`src/rtl/ppt_pkg.sv`:
```
// rtl/ppt_pkg.sv - shared definitions for the ppt pulse-train block
//
// Purpose : default field width, FSM state encoding and the I2C register
//           map that the register file and ppt_pulse_gen must agree on.
// Ports   : none (package).
// Config  : optional trigger output is enabled in ppt_pulse_gen by
//           defining PPT_TRIG_OUT_EN.

package ppt_pkg;

  localparam int PPT_CNT_W = 16;

  typedef enum logic [1:0] {
    IDLE = 2'd0,
    RUN  = 2'd1,
    DONE = 2'd2
  } ppt_state_e;

  localparam int REG_ADDR_W = 4;

  // Register map; 16-bit quantities are split into L/H byte registers.
  localparam logic [REG_ADDR_W-1:0] REG_PERIOD_L     = 4'h1;
  localparam logic [REG_ADDR_W-1:0] REG_PERIOD_H     = 4'h2;
  localparam logic [REG_ADDR_W-1:0] REG_WIDTH_L      = 4'h3;
  localparam logic [REG_ADDR_W-1:0] REG_WIDTH_H      = 4'h4;
  localparam logic [REG_ADDR_W-1:0] REG_COUNT_L      = 4'h5;
  localparam logic [REG_ADDR_W-1:0] REG_COUNT_H      = 4'h6;
  localparam logic [REG_ADDR_W-1:0] REG_RUN          = 4'h7;
  localparam logic [REG_ADDR_W-1:0] REG_COUNT_DONE_L = 4'h8;
  localparam logic [REG_ADDR_W-1:0] REG_COUNT_DONE_H = 4'h9;
  localparam logic [REG_ADDR_W-1:0] REG_DONE         = 4'hA;

  // Status registers are read-only from the host side.
  function automatic logic reg_is_status(input logic [REG_ADDR_W-1:0] addr);
    return (addr == REG_COUNT_DONE_L) || (addr == REG_COUNT_DONE_H) ||
           (addr == REG_DONE);
  endfunction

endpackage

```
`src/rtl/ppt_period_cnt.sv`:
```
// rtl/ppt_period_cnt.sv - wrapping cycle counter with terminal-count flag
//
// Purpose : counts 0..period-1 and wraps to 0 while enabled.
// Ports   : clk     - system clock
//           rst     - synchronous active-high reset (counter -> 0)
//           clear   - force counter to 0 on this edge (has priority over en)
//           en      - advance the counter
//           period  - wrap length in cycles (held stable by the caller)
//           cyc_nxt - value the counter takes on the next edge
//           tc      - current count is the last cycle of the period

module ppt_period_cnt
  import ppt_pkg::*;
#(
  parameter int CNT_W = PPT_CNT_W
) (
  input  logic             clk,
  input  logic             rst,
  input  logic             clear,
  input  logic             en,
  input  logic [CNT_W-1:0] period,
  output logic [CNT_W-1:0] cyc_nxt,
  output logic             tc
);

  logic [CNT_W-1:0] cyc;

  assign tc = (cyc == period - CNT_W'(1));

  // The next value is exported so the owner can register outputs that
  // line up with the counter value of the following cycle.
  always_comb begin
    cyc_nxt = cyc;
    if (clear) begin
      cyc_nxt = '0;
    end else if (en) begin
      cyc_nxt = tc ? '0 : cyc + CNT_W'(1);
    end
  end

  always_ff @(posedge clk) begin
    if (rst) begin
      cyc <= '0;
    end else begin
      cyc <= cyc_nxt;
    end
  end

endmodule

```
`src/rtl/ppt_pulse_gen.sv`:
```
// rtl/ppt_pulse_gen.sv - programmable pulse-train generator
//
// Purpose : emits count_i pulses of width_i high cycles every period_i
//           cycles while run_i is high (count_i = 0 runs forever), and
//           reports completed periods and a sticky done flag.
// Ports   : clk          - system clock (32.768 kHz)
//           rst          - synchronous active-high reset
//           run_i        - level enable; falling aborts the train
//           period_i     - cycles per period (0 = finish immediately)
//           width_i      - high cycles per period
//           count_i      - pulses to emit, 0 = continuous
//           pulse_o      - registered pulse train
//           busy_o       - high while the train is running
//           count_done_o - completed full periods since last start
//           trig_o       - one-cycle strobe on the first cycle of each
//                          period (only when PPT_TRIG_OUT_EN is defined)
//           done_o       - sticky finish flag, cleared when run_i drops

module ppt_pulse_gen
  import ppt_pkg::*;
#(
  parameter int CNT_W = PPT_CNT_W
) (
  input  logic             clk,
  input  logic             rst,
  input  logic             run_i,
  input  logic [CNT_W-1:0] period_i,
  input  logic [CNT_W-1:0] width_i,
  input  logic [CNT_W-1:0] count_i,
  output logic             pulse_o,
  output logic             busy_o,
  output logic [CNT_W-1:0] count_done_o,
`ifdef PPT_TRIG_OUT_EN
  output logic             trig_o,
`endif
  output logic             done_o
);

  ppt_state_e       state;
  logic [CNT_W-1:0] period_sh;
  logic [CNT_W-1:0] width_sh;
  logic [CNT_W-1:0] count_sh;

  logic [CNT_W-1:0] cyc_nxt;
  logic             tc;
  logic             start;
  logic             cnt_en;
  logic [CNT_W-1:0] cd_inc;
  logic             last;

  assign start  = (state == IDLE) && run_i && (period_i != '0);
  assign cnt_en = (state == RUN) && run_i;
  assign cd_inc = count_done_o + CNT_W'(1);
  // Final period of a finite train completes on this edge.
  assign last   = tc && (count_sh != '0) && (cd_inc == count_sh);

  ppt_period_cnt #(
    .CNT_W (CNT_W)
  ) u_period_cnt (
    .clk     (clk),
    .rst     (rst),
    .clear   (start),
    .en      (cnt_en),
    .period  (period_sh),
    .cyc_nxt (cyc_nxt),
    .tc      (tc)
  );

  // pulse_o is registered from the counter's next value so that it equals
  // (cyc < width) in the same cycle, i.e. the first high cycle is the one
  // right after the start edge.
  always_ff @(posedge clk) begin
    if (rst) begin
      state        <= IDLE;
      period_sh    <= '0;
      width_sh     <= '0;
      count_sh     <= '0;
      pulse_o      <= 1'b0;
      busy_o       <= 1'b0;
      count_done_o <= '0;
      done_o       <= 1'b0;
    end else begin
      case (state)
        IDLE: begin
          pulse_o <= 1'b0;
          busy_o  <= 1'b0;
          if (run_i) begin
            count_done_o <= '0;
            if (period_i != '0) begin
              state     <= RUN;
              period_sh <= period_i;
              width_sh  <= width_i;
              count_sh  <= count_i;
              busy_o    <= 1'b1;
              pulse_o   <= (width_i != '0);
            end else begin
              // Zero period: nothing to emit, report finished at once.
              state  <= DONE;
              done_o <= 1'b1;
            end
          end
        end

        RUN: begin
          if (!run_i) begin
            state   <= IDLE;
            pulse_o <= 1'b0;
            busy_o  <= 1'b0;
          end else if (last) begin
            state        <= DONE;
            count_done_o <= cd_inc;
            pulse_o      <= 1'b0;
            busy_o       <= 1'b0;
            done_o       <= 1'b1;
          end else begin
            if (tc) begin
              count_done_o <= cd_inc;
            end
            pulse_o <= (cyc_nxt < width_sh);
          end
        end

        DONE: begin
          pulse_o <= 1'b0;
          busy_o  <= 1'b0;
          // No auto-restart: run_i must drop before a new train.
          if (!run_i) begin
            state  <= IDLE;
            done_o <= 1'b0;
          end
        end

        default: begin
          state   <= IDLE;
          pulse_o <= 1'b0;
          busy_o  <= 1'b0;
          done_o  <= 1'b0;
        end
      endcase
    end
  end

`ifdef PPT_TRIG_OUT_EN
  logic trig_nxt;

  // Next cycle is cyc==0 of a period that will actually run.
  assign trig_nxt = start || (cnt_en && tc && !last);

  always_ff @(posedge clk) begin
    if (rst) begin
      trig_o <= 1'b0;
    end else begin
      trig_o <= trig_nxt;
    end
  end
`endif

endmodule

```
`config.mk`:
```
export PLATFORM = sky130hd
export DESIGN_NAME = ppt_pulse_gen
export DESIGN_NICKNAME = d
export VERILOG_FILES = /design/src/rtl/ppt_pkg.sv /design/src/rtl/ppt_period_cnt.sv /design/src/rtl/ppt_pulse_gen.sv
export SDC_FILE = /design/constraint.sdc
export NUM_CORES = 1
export LEC_CHECK = 0
export ABC_AREA = 1
export ABC_CLOCK_PERIOD_IN_PS = 8000
export BUFFER_PORTS_ARGS = -buffer_cell sky130_fd_sc_hd__buf_2
export CAP_MARGIN = 20
export CORE_MARGIN = 3
export CORE_UTILIZATION = 40
export DETAILED_ROUTE_END_ITERATION = 10
export PLACE_DENSITY = 0.62
export SETUP_SLACK_MARGIN = 0.1
export SLEW_MARGIN = 15
export SYNTH_ARGS = -nofsm -noshare
export SYNTH_HDL_FRONTEND = slang
export SYNTH_SLANG_ARGS = --single-unit
```
`constraint.sdc`:
```
create_clock -name clk -period 8 [get_ports clk]
set_input_delay 1.6 -clock clk [delete_from_list [all_inputs] [get_ports clk]]
set_output_delay 1.6 -clock clk [all_outputs]
set_load 0.05 [all_outputs]
```
---- Word-level counts from Yosys, hierarchy flattened ----
Index checks and enable logic that the tools add are counted.
cells by class
  $add $sub $neg .......................... 3
  order comparisons ....................... 1
  equal/unequal tests ..................... 11
  muxes and demuxes ....................... 30
  reductions and logical operators ........ 14
operator list
  kind                                                  number
  two-way mux 16 bit                                    7
  nonzero test 16 bit                                   3
  adder 16 x 1 -> 16 bit (second input constant)        2
  equality test 16 bit                                  2
  case mux 16 bit (2 select lines)                      1
  < comparator 16 bit                                   1
  subtractor 16 x 1 -> 16 bit (second input constant)   1
  two-way mux 1 bit                                     13
  two-way mux 2 bit                                     5
  != test 2 bit (second input constant)                 5
  != test 3 bit (second input constant)                 2
  case mux 2 bit (3 select lines)                       1
  AND reduction 3 bit                                   2
  logical AND 1 bit                                     5
  AND reduction 5 bit                                   1
  case mux 1 bit (2 select lines)                       2
  AND reduction 4 bit                                   1
  case mux 1 bit (3 select lines)                       1
  equality test 2 x 1 -> 1 bit (second input constant)  1
  equality test 2 bit (second input constant)           1
  logical NOT 2 bit                                     1
  nonzero test 2 bit                                    1
storage, ports and cells
  register bits ........................... 85
  input bits .............................. 51
  output and inout bits ................... 19
  word-level logic and storage cells ...... 68

---- Longest topological paths before layout ----
  depth in word-level cells ............... 9
  mapped depth ............................ 25
  mapped depth without buffers ............ 24

---- Hierarchy ----
Synthesis repeated with hierarchy kept, for this count alone.
unflattened totals
  cell total of the unflattened synthesis .. 815
  area, all modules ....................... 5,410.2 um2
by module, submodules not included
  module          times used  cells an instance  area each (um2)  seq. area each (um2)
  ppt_pulse_gen   1           530                3,638.5          1,381.3
  ppt_period_cnt  1           285                1,771.7          320.3

---- Worst setup path after synthesis ----
No wires, ideal clock.
  kind .................................... input to register
  start ................................... in period_i[4]
  end ..................................... reg pulse_o
  setup time .............................. 0.070 ns
  data arrival time ....................... 3.722 ns
  required time ........................... 7.930 ns
  path slack .............................. 4.208 ns
  cell stages on the path ................. 18
  path buffers ............................ 1
  path through ............................ nor4_1 -> nand4_1 -> nand3_1 -> nor2_1 -> clkinv_1 -> clkbuf_1 -> o21ai_0 -> a21oi_1 -> nand2_1 -> inv_1 -> ha_1 -> nand2_1 -> nor2_1 -> a211oi_1 -> o221ai_1 -> nor2_1 -> nand2_1 -> a21oi_1
between the ends
  cells in the longest elaborated chain, start to end .. 7
ends and longest elaborated chain
  item                             line                  source
  start: declaration               ppt_pulse_gen.sv:27   input logic [CNT_W-1:0] period_i,
  nonzero test 16 bit              ppt_pulse_gen.sv:51   assign start = (state == IDLE) && run_i && (period_i != '0);
  logical AND 1 bit                ppt_pulse_gen.sv:51
  two-way mux 16 bit               ppt_period_cnt.sv:34  if (clear) begin
  net cyc_nxt[10]                  ppt_pulse_gen.sv:44   logic [CNT_W-1:0] cyc_nxt;
  < comparator 16 bit              ppt_pulse_gen.sv:119  pulse_o <= (cyc_nxt < width_sh);
  two-way mux 1 bit                ppt_pulse_gen.sv:109  end else if (last) begin
  two-way mux 1 bit                ppt_pulse_gen.sv:105  if (!run_i) begin
  case mux 1 bit (2 select lines)  ppt_pulse_gen.sv:83   case (state)
  end signal: assignment           ppt_pulse_gen.sv:95   pulse_o <= (width_i != '0);
  end signal: assignment           ppt_pulse_gen.sv:119
  end: declaration                 ppt_pulse_gen.sv:30   output logic pulse_o,
The timed path passes the listed nets, and every way through them passes these cells.
A chain may end at the register's enable or synchronous reset.

---- Worst setup path in the final report ----
  start ................................... in period_i[0]
  end ..................................... reg pulse_o
The elaborated chain is that of the path after synthesis.

==> tab_implementation.tex <==
\begin{tabular}{lr}
\hline
Metric & Value \\
\hline
\multicolumn{2}{l}{\textbf{Run status}} \\
Result of the run & complete, no violations \\
\multicolumn{2}{l}{\textbf{Worst setup path}} \\
Endpoint kind of the worst setup timing path & register \\
Arrival time worst endpoint & $\sim$5000 ps \\
Top fanout value on the critical path & between 70 and 80 \\
Worst R2R End & pulse\_o \\
Library cell contributing the largest single delay on the critical path & sky130\_fd\_sc\_hd\_\_buf\_4 \\
Startpoint types & input pin \\
Crit-path max cell delay & approximately 560 ps \\
Reg2reg start & period\_sh[2] \\
End point of the critical path & pulse\_o \\
Worst path required time & 8270 ps \\
Register-to-register path setup slack & around 4400 ps \\
Crit path from & period\_i[0] \\
Ordered cell list for the critical path & buf\_2, nor4\_1, nand4\_1, nand3\_1, nor2\_1, buf\_4, inv\_2, buf\_4, o21ai\_0, a21oi\_1, nand2\_1, inv\_1, ha\_1, nand2\_1, nor2\_1, a211oi\_1, o221ai\_1, nor2\_1, nand2\_1, a21oi\_1 \\
Cell depth of the worst flop-to-flop path & 20 \\
Setup Crit Path Kind & in2reg \\
\multicolumn{2}{l}{\textbf{Global routing}} \\
Overflow after GRT & 0 \\
First-pass GRT wire length & between 20 and 25 mm \\
Antenna violations before repair & 0 \\
Number of global-route vias before repair & approximately 4700 \\
Maximum number of pins on one net before global-route repair & a little under 80 \\
GRT Util Overall & 0.195 \\
\multicolumn{2}{l}{\textbf{Synth}} \\
Count of mapped cells out of synthesis & $\sim$740 \\
Average footprint of a synthesized cell & roughly 6.9 µm² \\
Number of enable-type register cells in the synthesized netlist & 0 \\
Simple-Gate Fraction of Synth Area & 0.306 \\
Arithmetic-cell share of the synthesized area counting full adders, half adders and majority gates & 0.0445 \\
Synthesized netlist net count & 807 \\
Share of the synthesized area in compound gates (AO/OA/AOI/OAI) & 0.156 \\
Prevailing post-synth register cell & sky130\_fd\_sc\_hd\_\_dfxtp\_1 \\
Number of register bits inferred by synthesis & 85 \\
Dominant combinational cell family by area after synthesis & simple AND/OR/NAND/NOR gates \\
Number of warnings printed during yosys synthesis & 0 \\
Distinct cells, synth & 42 \\
Async set-reset flop share out of synthesis & 0 \\
Proportion of synthesized area in mux cells & 0 \\
Sequential element share of the synthesized area & 0.336 \\
Xor and xnor area share after synthesis & 0.0641 \\
Combined area of all synthesized cells & just over 0.005 mm² \\
\multicolumn{2}{l}{\textbf{Clock network}} \\
Clk Tree Root Cell & sky130\_fd\_sc\_hd\_\_clkbuf\_16 \\
Post-CTS setup buffer count & 0 \\
Clk Latency, worst-skew pair & around 340 ps \\
Clock sink total & 85 \\
Hold buffers post-CTS & 0 \\
Number of gates resized after cts & 0 \\
CTS Buf Count & 9 \\
Clock tree from TritonCTS & built \\
Number of levels the H-tree was split into & 3 \\
Clock-pin slew on the worst setup and hold paths & roughly 60 ps \\
Maximum buffer depth of the clock tree & 2 \\
\multicolumn{2}{l}{\textbf{Worst hold path}} \\
Start point of the worst hold path & width\_sh[1] \\
Type of the worst min-delay path & reg2reg \\
\multicolumn{2}{l}{\textbf{Power}} \\
Internal power consumption & $\sim$850 µW \\
Power density over cell area & between 200 and 250 mW/mm² \\
Share of total power in combinational logic & 0.195 \\
Clk pwr share & 0.411 \\
Sequential group share of total power & 0.395 \\
Net switching power & $\sim$360 µW \\
Leakage & 2.83 nW \\
Max IR drop VDD & around 0.09 mV \\
Net Sw Frac & 0.298 \\
\multicolumn{2}{l}{\textbf{Final layout}} \\
Final \#Nets & 867 \\
Area added between synthesis and finish & 16.4\% \\
Final design instance area without fill & a little under 0.006 mm² \\
Fillcell total & about 1200 \\
Fraction of layout instances using a drive strength above 1 & 0.152 \\
Post-route non-filler standard cell count & approximately 1000 \\
Count of inserted antenna diode cells & 0 \\
Fraction of the core area covered by cells at the end of the flow & 0.484 \\
\multicolumn{2}{l}{\textbf{Timing}} \\
Final Hold Violating Endpoints & 0 \\
Max-slew headroom & 0.478 \\
Hold Slack & 463 ps \\
Slew of the pin with the lowest slew margin & just under 800 ps \\
Final setup viols & 0 \\
Max Freq & $\sim$210 MHz \\
Tcrit/Tclk final & 0.595 \\
Shortest period the worst path allows & 4760 ps \\
Unrepaired setup endpoints after global routing & false \\
Total negative setup slack & 0 ps \\
Number of max-slew violations in the final report & 0 \\
Worst clock skew & just over 8 ps \\
\multicolumn{2}{l}{\textbf{Routing}} \\
Remaining DRCs & 0 \\
Number of nets with antenna violations after detailed routing & 0 \\
Post-Route M1 WL & slightly below 7 mm \\
WL per Instance & between 10 and 15 µm \\
Met3 WL & just over 600 µm \\
Met2 routed wirelength & a little under 6 mm \\
Detailed-route via count & approximately 5000 \\
Vias per std cell & 5.10 \\
Highest layer used for signal routing & met4 \\
Total routed wirelength & about 13 mm \\
Router iterations before antenna repair & 5 \\
Starting DRC count in detailed routing & roughly 340 \\
\multicolumn{2}{l}{\textbf{Flow run}} \\
Maximum capacitance violations & 0 \\
\multicolumn{2}{l}{\textbf{Floorplanning}} \\
Die Footprint & between 0.01 and 0.015 mm² \\
Die Span X & about 120 µm \\
Number of placed I/O pins & 70 \\
Core box area & 0.0122 mm² \\
Starting Density & 0.416 \\
Row count & 40 \\
Vert. Die Dim & approximately 120 µm \\
\multicolumn{2}{l}{\textbf{Placement}} \\
Total placed instance area & between 0.005 and 0.006 mm² \\
Quantity of I/O buffers inserted on ports & between 60 and 70 \\
Number of cells after detailed placement & 955 \\
Gpl congestion & approximately 0.91 \\
Detailed-placement wirelength estimate & just over 10 mm \\
\hline
\end{tabular}
## cells in the mapped netlist (5+ instances only)
| library cell | n | area share |
|---|---|---|
| sky130_fd_sc_hd__nand2_1 | 124 | 0.092 |
| sky130_fd_sc_hd__nor2_1 | 109 | 0.081 |
| sky130_fd_sc_hd__inv_1 | 94 | 0.070 |
| sky130_fd_sc_hd__dfxtp_1 | 85 | 0.34 |
| sky130_fd_sc_hd__o21ai_0 | 69 | 0.068 |
| sky130_fd_sc_hd__a21oi_1 | 49 | 0.048 |
| sky130_fd_sc_hd__nand3_1 | 27 | 0.027 |
| sky130_fd_sc_hd__xor2_1 | 26 | 0.045 |
| sky130_fd_sc_hd__nand4_1 | 19 | 0.024 |
| sky130_fd_sc_hd__ha_1 | 18 | 0.045 |
| sky130_fd_sc_hd__clkbuf_1 | 17 | 0.013 |
| sky130_fd_sc_hd__nor4_1 | 15 | 0.019 |
| sky130_fd_sc_hd__xnor2_1 | 11 | 0.019 |
| sky130_fd_sc_hd__a211oi_1 | 9 | 0.013 |
| sky130_fd_sc_hd__a31oi_1 | 6 | 0.0074 |
| sky130_fd_sc_hd__or2_2 | 6 | 0.0074 |
| sky130_fd_sc_hd__nand2_2 | 5 | 0.0062 |
## state kept, by name, indices dropped and copies added (netlist names)
name              count
u_period_cnt.cyc     16
state                 2
count_done_o         16
pulse_o               1
count_sh             16
done_o                1
period_sh            16
busy_o                1
width_sh             16
## critical path, delay by kind of cell
kind	cells	cell delay, ps
AND/OR/NAND/NOR	9	1390
buffers and inverters	5	1010
AO/OA/AOI/OAI	5	780
adder cells (fa/ha/maj)	1	220
## cell type report
class / instances / area [µm²] / share of cell area
multi-input cells: 533 / 2890 / 0.490
flip-flops and latches: 85 / 1700 / 0.289
repair buffers: 72 / 368 / 0.0625
inverters: 97 / 364 / 0.0618
clock buffers: 11 / 253 / 0.0429
well taps: 168 / 210 / 0.0357
clock inverters: 5 / 106 / 0.0181
## routing by layer
layer  track usage  vias to the layer above
met5             0                        -
met4        0.0695                        0
met3        0.0278                       18
met2         0.298                      132
met1         0.281                     2259
li1              -                     2543
## power groups by stage
| stage | logic, mW | registers [mW] | clock network [mW] |
|---|---|---|---|
| after CTS | 0.237 | 0.480 | 0.508 |
| after global placement | 0.232 | 0.489 | 0 |
| after detailed placement | 0.235 | 0.489 | 0 |
| final | 0.237 | 0.481 | 0.500 |
| after global routing | 0.268 | 0.484 | 0.523 |
| after floorplan | 0.157 | 0.504 | 0 |
## how the worst min path moves through the flow
stage,to,slack [ps],depth (start not counted)
final,width_sh[1],460,2
after global routing,width_sh[1],490,2
after CTS,width_sh[8],470,2
after detailed placement,width_sh[1],460,2
after global placement,width_sh[8],460,2
after floorplan,width_sh[10],440,2
## metrics by stage
stage	total power, mW	setup WS (ps)
finish	1.22	3240
global route	1.28	2750
CTS	1.22	3170
detailed placement	0.724	2870
global placement	0.720	3120
floorplan	0.661	4210
## cells in the final DEF (no fill, tap or decap), types with 4 or more instances in the layout
cell,n
sky130_fd_sc_hd__nand4_1,19
sky130_fd_sc_hd__clkbuf_16,9
sky130_fd_sc_hd__or2_2,6
sky130_fd_sc_hd__xor2_1,26
sky130_fd_sc_hd__nor4_1,15
sky130_fd_sc_hd__nor2_1,109
sky130_fd_sc_hd__nand2_2,5
sky130_fd_sc_hd__nor2_2,4
sky130_fd_sc_hd__a211oi_1,9
sky130_fd_sc_hd__nand3_1,27
sky130_fd_sc_hd__ha_1,18
sky130_fd_sc_hd__a21oi_1,49
sky130_fd_sc_hd__dfxtp_1,85
sky130_fd_sc_hd__o21ai_0,69
sky130_fd_sc_hd__nand2_1,124
sky130_fd_sc_hd__inv_1,94
sky130_fd_sc_hd__nor2_4,4
sky130_fd_sc_hd__buf_2,69
sky130_fd_sc_hd__nand3_2,4
sky130_fd_sc_hd__xnor2_1,11
sky130_fd_sc_hd__nand3b_1,4
sky130_fd_sc_hd__a31oi_1,6
## cell families after synthesis
kind of cell | Yosys count
and+or+nand+nor | 334
AOI/OAI and AO/OA | 144
buffers and inverters | 120
DFF | 85
xor gates and xnor gates | 37
adders and majority gates | 18
Power figures use the tool's default switching activity.
